==> src/rtl/pkt_merge_pkg.sv <==
// Shared types and constants for the two-port packet merge arbiter.
package pkt_merge_pkg;

  localparam int unsigned PktDw     = 153;
  localparam int unsigned PktEopBit = 152;

  typedef enum logic [1:0] {
    StIdle,
    StBusy0,
    StBusy1
  } state_e;

  typedef logic port_id_t;

endpackage

==> src/rtl/pkt_merge_obuf.sv <==
// Single-entry output register: decouples output-FIFO backpressure from input dequeue.
module pkt_merge_obuf
  import pkt_merge_pkg::*;
#(
  parameter int unsigned DW = PktDw
) (
  input  logic          clk_i,
  input  logic          rst_ni,
  input  logic          load_i,
  input  logic [DW-1:0] data_i,
  input  logic          full_ni,
  output logic          enq_o,
  output logic [DW-1:0] data_o,
  output logic          valid_o
);

  logic          valid_q, valid_d;
  logic [DW-1:0] data_q;

  assign enq_o   = valid_q & full_ni;
  assign data_o  = data_q;
  assign valid_o = valid_q;

  // A load in the same cycle as an enqueue replaces the entry and keeps it valid.
  always_comb begin
    valid_d = valid_q;
    if (load_i) begin
      valid_d = 1'b1;
    end else if (enq_o) begin
      valid_d = 1'b0;
    end
  end

  always_ff @(posedge clk_i or negedge rst_ni) begin
    if (!rst_ni) begin
      valid_q <= 1'b0;
      data_q  <= '0;
    end else begin
      valid_q <= valid_d;
      if (load_i) begin
        data_q <= data_i;
      end
    end
  end

endmodule

==> src/rtl/pkt_merge_arb.sv <==
// Packet-granular round-robin merge of two input FIFOs into one output FIFO.
module pkt_merge_arb
  import pkt_merge_pkg::*;
#(
  parameter int unsigned DW      = PktDw,
  parameter int unsigned EOP_BIT = PktEopBit,
  parameter int unsigned MAX_LEN = 64,
  parameter int unsigned CW      = 16
) (
  input  logic          CLK,
  input  logic          RST_N,
  input  logic [DW-1:0] i0_D,
  input  logic          i0_EMPTY_N,
  output logic          i0_DEQ,
  input  logic [DW-1:0] i1_D,
  input  logic          i1_EMPTY_N,
  output logic          i1_DEQ,
  output logic [DW-1:0] o_D_IN,
  output logic          o_ENQ,
  input  logic          o_FULL_N,
  output logic [CW-1:0] pkt_cnt0,
  output logic [CW-1:0] pkt_cnt1,
  output logic          err_len
);

  localparam int unsigned WcntW = $clog2(MAX_LEN + 1);

  state_e           state_q, state_d;
  port_id_t         last_q;
  port_id_t         cur;
  logic [WcntW-1:0] wcnt_q;
  logic [CW-1:0]    cnt0_q, cnt1_q;
  logic             err_q;
  logic             ovalid, load_ok, deq, eop, at_max, release_pkt;
  logic [DW-1:0]    deq_word;

  assign load_ok     = ~ovalid | o_FULL_N;
  assign deq         = i0_DEQ | i1_DEQ;
  assign cur         = (state_q == StBusy1);
  assign deq_word    = cur ? i1_D : i0_D;
  assign eop         = deq_word[EOP_BIT];
  assign at_max      = (wcnt_q == WcntW'(MAX_LEN - 1));
  assign release_pkt = deq & (eop | at_max);

  always_ff @(posedge CLK or negedge RST_N) begin
    if (!RST_N) begin
      state_q <= StIdle;
    end else begin
      state_q <= state_d;
    end
  end

  // On a tie the port that was not served last wins.
  always_comb begin
    state_d = state_q;
    unique case (state_q)
      StIdle: begin
        if (i0_EMPTY_N && i1_EMPTY_N) begin
          state_d = last_q ? StBusy0 : StBusy1;
        end else if (i0_EMPTY_N) begin
          state_d = StBusy0;
        end else if (i1_EMPTY_N) begin
          state_d = StBusy1;
        end
      end
      StBusy0, StBusy1: begin
        if (release_pkt) begin
          state_d = StIdle;
        end
      end
      default: state_d = StIdle;
    endcase
  end

  always_comb begin
    i0_DEQ = 1'b0;
    i1_DEQ = 1'b0;
    unique case (state_q)
      StBusy0: i0_DEQ = i0_EMPTY_N & load_ok;
      StBusy1: i1_DEQ = i1_EMPTY_N & load_ok;
      default: ;
    endcase
  end

  // A release without EOP is a forced cut: flagged, not counted as a packet.
  always_ff @(posedge CLK or negedge RST_N) begin
    if (!RST_N) begin
      last_q <= 1'b1;
      wcnt_q <= '0;
      cnt0_q <= '0;
      cnt1_q <= '0;
      err_q  <= 1'b0;
    end else if (deq) begin
      if (release_pkt) begin
        wcnt_q <= '0;
        last_q <= cur;
        if (!eop) begin
          err_q <= 1'b1;
        end else if (cur) begin
          cnt1_q <= cnt1_q + 1'b1;
        end else begin
          cnt0_q <= cnt0_q + 1'b1;
        end
      end else begin
        wcnt_q <= wcnt_q + 1'b1;
      end
    end
  end

  assign pkt_cnt0 = cnt0_q;
  assign pkt_cnt1 = cnt1_q;
  assign err_len  = err_q;

  pkt_merge_obuf #(
    .DW(DW)
  ) u_obuf (
    .clk_i   (CLK),
    .rst_ni  (RST_N),
    .load_i  (deq),
    .data_i  (deq_word),
    .full_ni (o_FULL_N),
    .enq_o   (o_ENQ),
    .data_o  (o_D_IN),
    .valid_o (ovalid)
  );

endmodule
==> config.mk <==
export PLATFORM = sky130hd
export DESIGN_NAME = pkt_merge_arb
export DESIGN_NICKNAME = d
export VERILOG_FILES = /design/src/rtl/pkt_merge_pkg.sv /design/src/rtl/pkt_merge_obuf.sv /design/src/rtl/pkt_merge_arb.sv
export SDC_FILE = /design/constraint.sdc
export NUM_CORES = 1
export LEC_CHECK = 0
export BUFFER_PORTS_ARGS = -buffer_cell sky130_fd_sc_hd__buf_4
export CAP_MARGIN = 20
export CORE_AREA = 3 3 191 193
export DETAILED_ROUTE_END_ITERATION = 8
export DIE_AREA = 0 0 194 196
export PLACE_DENSITY = 0.58
export SYNTH_ARGS = -nofsm -noshare
export SYNTH_HDL_FRONTEND = slang
export SYNTH_SLANG_ARGS = --single-unit
export TNS_END_PERCENT = 5
==> constraint.sdc <==
create_clock -name CLK -period 5.3 [get_ports CLK]
set_input_delay 0.53 -clock CLK [delete_from_list [all_inputs] [get_ports CLK]]
set_output_delay 0.53 -clock CLK [all_outputs]
set_load 0.005 [all_outputs]
# ---- Word level (Yosys, flattened, before mapping)
# Index checks and enable logic that the tools add are counted.
dict set report totals {
  word_cells 47
  ff_bits 197
}
dict set report classes {
  muxes 12
  n_eq_ne 5
  n_bitwise 10
  n_reduce_logical 9
  addsub 3
}
# operator n
set ops {}
lappend ops {{153-bit two-way mux} 1}
lappend ops {{16-bit by 1-bit adder with 16-bit output (second input constant)} 2}
lappend ops {{2-bit two-way mux} 5}
lappend ops {{4-bit AND reduction} 2}
lappend ops {{7-bit by 1-bit adder with 7-bit output (second input constant)} 1}
lappend ops {{7-bit by 6-bit equality test with 1-bit output (second input constant)} 1}
lappend ops {{7-bit two-way mux} 1}
lappend ops {{1-bit AND} 4}
lappend ops {{1-bit two-way mux} 4}
lappend ops {{4-bit inequality test (second input constant)} 1}
lappend ops {{2-bit one-hot mux with 2 select lines} 1}
lappend ops {{2-bit AND reduction} 2}
lappend ops {{1-bit NOT} 3}
lappend ops {{1-bit OR} 3}
lappend ops {{3-bit AND reduction} 1}
lappend ops {{2-bit by 1-bit equality test with 1-bit output (second input constant)} 1}
lappend ops {{2-bit equality test (second input constant)} 1}
lappend ops {{2-bit logical NOT} 1}
lappend ops {{2-bit inequality test (second input constant)} 1}
lappend ops {{2-bit nonzero test} 1}
lappend ops {{2-bit OR reduction} 1}
lappend ops {{1-bit logical AND} 1}

# ---- Depth between registers and ports, before layout
dict set report logic_depth {
  ltp_word 8
  depth_mapped 10
}

# ---- Modules after synthesis
# From an unflattened synthesis, not the netlist that was laid out.
dict set report unflattened {
  cells_unflattened 693
  area_unflattened_um2 9884.5
}
# mod cells_each n_inst area_per_inst_um2
set modules_own_cells {}
lappend modules_own_cells {pkt_merge_obuf 327 1 5950.7}
lappend modules_own_cells {pkt_merge_arb 366 1 3933.8}

# ---- Worst setup path before layout
# OpenSTA, ideal clock, no wires.
dict set report synth_timing {
  path_kind {register to output}
  startpoint {reg state_q[0]}
  endpoint {out i1_DEQ}
  path_stages_with_launch 9
  arrival_ns 1.568
  required_time_ns 4.770
  path_slack_ns 3.202
  n_path_buf 4
  cell_sequence {dfrtp_1 > inv_1 > ha_1 > buf_2 > buf_2 > buf_2 > buf_1 > nand2_1 > nor2_1}
}
dict set report synth_between {
  elab_chain_cells 2
}
# item line
set synth_rtl {}
lappend synth_rtl {{start: declaration} pkt_merge_arb.sv:28} ;# state_e state_q, state_d;
lappend synth_rtl {{start signal: assignment} pkt_merge_arb.sv:47} ;# state_q <= StIdle;
lappend synth_rtl {{start signal: assignment} pkt_merge_arb.sv:49} ;# state_q <= state_d;
lappend synth_rtl {{2-bit equality test} n/a}
lappend synth_rtl {{net cur} pkt_merge_arb.sv:30} ;# port_id_t cur;
lappend synth_rtl {{1-bit two-way mux} pkt_merge_arb.sv:78} ;# unique case (state_q)
lappend synth_rtl {{end: declaration} pkt_merge_arb.sv:17} ;# output logic i1_DEQ,
# The timed path passes the listed nets, and every way through them passes these cells.

# ---- Final worst setup path
# Same ends and word-level chain as after synthesis.

==> flow_summary.ini <==
[place]
instance_area_after_placement_um2 = 13500
dp_worst_setup_slack_ns = 2.37
gp_congestion = 0.850
port-buffer-count = 499
place.detailed.instances = 1919
dp_hpwl_um = 25900

[power_and_ir_drop]
total_power_density_per_cell_area_nw_per_um2 = 472
switching_portion_of_total_power_pct = 37.7
p_int_mw = 4.12
total_leakage_power_nw = 6.40
switching_power_mw = 2.50
peak_supply_drop_uv = 237
share_comb_of_total_power_pct = 43.5
finalPower_mw = 6.62
power.sequential.fraction_pct = 37.3
power_frac_clock_pct = 19.2

[clock_network]
clkSinkCount = 197
tritoncts_buffer_count = 17
clock_tree_root_driver_cell = sky130_fd_sc_hd__clkbuf_16
clk_pin_slew_ns = 0.07
post_cts.repair.setup_buffers = 0
cts.htree.levels = 4
post_cts_resized = 0
hold_buffer_count_at_cts = 0
ctsLongestPathBuffers = 2
clock_latency_ns = 0.45
tritoncts = yes

[grt]
groute.usage.overall_pct = 18.2
grt_pass1_vias = 9322
grt-ovfl-total = 0
maximum_number_of_pins_on_one_net_before_global_route_repair = 121
antenna_found_initial = 0
grt_first_pass_wirelength_um = 55200

[die]
chipHeight_um = 196
fp.coreArea_um2 = 34700
starting_utilization_of_the_core_area_pct = 27.1
chipWidth_um = 194
placementRows = 68
num_io_pins = 500
die-area_um2 = 38000

[critical_path]
critical_path.reg2reg.startpoint = state_q[0]
critPathCaptureType = output port
worst-endpoint-arrival_ns = 2.52
critical_path.top_delay_family = buffers and inverters
timing.reg2reg.setup_slack_ns = 2.30
timing.critical_path.from_type = flip-flop
path_class = reg2out
timing.critical_path.cells = inv_1 > ha_4 > buf_4 > nand2_1 > nor2_1 > buf_4
worst_r2r_endpoint = u_obuf.data_o[43]
worst-endpoint-required_ns = 4.77
critPathMaxStageDelay_ns = 0.78
critical-path-slowest-cell = sky130_fd_sc_hd__buf_4
timing.reg2reg.worst_path_depth = 6
critPathMostFrequentCell = sky130_fd_sc_hd__buf_4
crit_fanout = 99
crit_buf_inv = 3

[sta]
fmax_ghz = 0.328
timing.setup.tns_ns = 0
worst-slew-pin-transition_ns = 1.03
layout_worst_path_cycle_share_pct = 57.5
slew_viol_final = 0
total_count_of_hold_check_failures_in_the_final_report = 0
slew_headroom_pct = 31.3
rsz0062_at_grt = false
fin_worst_skew_ns = 0.0142
fin_worst_hold_slack_ns = 0.0768
timing.final.ws_setup_ns = 2.25
setup_viols_final = 0
final_period_minus_worst_setup_slack_ns = 3.05

[cells_and_area]
finish.net_count = 1800
share_of_layout_cells_above_drive_strength_1_pct = 37.0
antenna_cells = 0
multi_input_area_um2 = 4080
post_layout_nonfiller_instances = 1951
ff_latch_area_um2 = 4930
fill_cells = 3487
finish.utilization_pct = 40.4
syn2layout_area_growth_pct = 49.1
final_area_um2 = 14000

[synth]
ys_seq_elements = 197
number_of_distinct_library_cells_after_synthesis = 42
yosysWarnings = 0
mappedNetlistNets = 1359
mappedNetlistArea_um2 = 9400
synthesis.area_per_instance_um2 = 9.02
synth-seq-area-share_pct = 52.5
syn_inst = 1042

[routing]
wirelength_um = 35800
num_vias = 9408
detail_route.iter0.violations = 604
detail_route.wl_per_cell_um = 18.4
drc = 0
vias_per_cell = 4.82
detail_route.first_pass.iterations = 5
postRouteAntennaNets = 0

[worst_hold_path]
hold_path.class = in2async

[run]
cap_violations = 0

[run_status]
run_status = completed
cell usage after synthesis (all sizes together):
| library cell | number | area share [%] |
|---|---|---|
| nor3 | 7 | 0.37 |
| nand2 | 327 | 13 |
| nor4b | 1 | 0.093 |
| and3 | 1 | 0.067 |
| nor2 | 9 | 0.47 |
| o2bb2ai | 1 | 0.093 |
| nor2b | 2 | 0.13 |
| a22oi | 1 | 0.23 |
| a21o | 1 | 0.080 |
| a21oi | 1 | 0.053 |
| nand2b | 3 | 0.20 |
| mux2i | 1 | 0.15 |
| nor3b | 1 | 0.080 |
| dfstp | 1 | 0.28 |
| a21boi | 1 | 0.080 |
| buf | 43 | 2.3 |
| o211ai | 153 | 12 |
| xnor2 | 27 | 2.5 |
| o21ai | 4 | 0.21 |
| nor4 | 5 | 0.81 |
| and2 | 3 | 0.20 |
| and4 | 3 | 0.28 |
| dfrtp | 196 | 52 |
| o21a | 1 | 0.080 |
| nand4 | 9 | 0.60 |
| o22ai | 2 | 0.13 |
| nand3 | 169 | 9.0 |
| clkbuf | 46 | 1.8 |
| inv | 4 | 0.16 |
| mux2 | 3 | 0.36 |
| or2 | 2 | 0.13 |
| o31ai | 2 | 0.16 |
| ha | 6 | 0.80 |
| xor2 | 6 | 0.56 |
logic make-up (layout without fill, tap and decap cells):
group,count (synthesis),count (layout),synth area share (%)
AO/OA/AOI/OAI,167,167,13.3
buffers and inverters,93,547,4.34
adder cells (fa/ha/maj),6,6,0.799
flip-flops,197,197,52.5
XOR/XNOR,33,33,3.07
AND/OR/NAND/NOR,542,542,25.5
multiplexers,4,4,0.506
state kept, by name, indices dropped and copies added, names as in the netlist:
| signal | count |
|---|---|
| u_obuf.data_o | 153 |
| pkt_cnt0 | 16 |
| pkt_cnt1 | 16 |
| wcnt_q | 7 |
| state_q | 2 |
| err_len | 1 |
| last_q | 1 |
| u_obuf.valid_o | 1 |
worst max-delay path by stage:
stage / from / cells past startpoint / to
2_1_floorplan: state_q[0] / 8 / i1_DEQ
3_3_place_gp: state_q[0] / 6 / u_obuf.data_o[40]
3_5_place_dp: state_q[0] / 6 / u_obuf.data_o[75]
4_1_cts: state_q[0] / 6 / i1_DEQ
5_1_grt: state_q[0] / 6 / i1_DEQ
6_report: state_q[0] / 6 / i1_DEQ
layout by cell type (no fill, tap or decap), types with 3 or more instances in the layout:
| master | synthesis | routed |
|---|---|---|
| sky130_fd_sc_hd__ha_1 | 6 | 5 |
| sky130_fd_sc_hd__nor4_4 | 3 | 3 |
| sky130_fd_sc_hd__clkinv_4 | 0 | 3 |
| sky130_fd_sc_hd__nor3_1 | 7 | 7 |
| sky130_fd_sc_hd__and4_1 | 3 | 3 |
| sky130_fd_sc_hd__xnor2_1 | 27 | 27 |
| sky130_fd_sc_hd__clkbuf_16 | 0 | 17 |
| sky130_fd_sc_hd__o211ai_1 | 153 | 153 |
| sky130_fd_sc_hd__nand2b_1 | 3 | 3 |
| sky130_fd_sc_hd__clkbuf_1 | 46 | 3 |
| sky130_fd_sc_hd__and2_1 | 3 | 3 |
| sky130_fd_sc_hd__nand4_1 | 9 | 9 |
| sky130_fd_sc_hd__nand3_1 | 169 | 169 |
| sky130_fd_sc_hd__nor2_1 | 7 | 7 |
| sky130_fd_sc_hd__dfrtp_1 | 196 | 196 |
| sky130_fd_sc_hd__nand2_1 | 327 | 327 |
| sky130_fd_sc_hd__o21ai_0 | 4 | 4 |
| sky130_fd_sc_hd__inv_1 | 4 | 4 |
| sky130_fd_sc_hd__xor2_1 | 6 | 6 |
| sky130_fd_sc_hd__buf_4 | 2 | 508 |
| sky130_fd_sc_hd__clkinv_2 | 0 | 4 |
per-layer routing:
layer	share of wire, %	global-route usage, %	routed length (um)
met5	0	0	0
met4	2.0	5.93	708
met3	8.0	5.39	2870
met2	49	29.8	17600
met1	41	23.2	14600
power by group through the flow:
| stage | Sequential (mW) | Clock (mW) | Combinational (mW) |
|---|---|---|---|
| final | 2.47 | 1.27 | 2.88 |
| after global routing | 2.55 | 1.38 | 3.17 |
| after CTS | 2.47 | 1.32 | 2.92 |
| after detailed placement | 2.48 | 0 | 2.93 |
| after global placement | 2.48 | 0 | 2.90 |
| after floorplan | 2.48 | 0 | 1.34 |
worst reg2reg max path: cells and delay by family (launching register included):
| kind | cells | cell delay, ns |
|---|---|---|
| AOI/OAI and AO/OA | 1 | 0.14 |
| adders and majority gates | 1 | 0.36 |
| buffers and inverters | 3 | 1.81 |
| DFF | 1 | 0.39 |
| and+or+nand+nor | 1 | 0.21 |
final cells by class:
| cell class | instances | share of cell area (%) |
|---|---|---|
| inverter | 4 | 0.107 |
| tap | 455 | 4.06 |
| multi-input combinational | 752 | 29.1 |
| timing repair buffer | 511 | 27.6 |
| clock inverter | 11 | 0.723 |
| sequential | 197 | 35.2 |
| clock buffer | 21 | 3.21 |
Power figures use the tool's default switching activity.
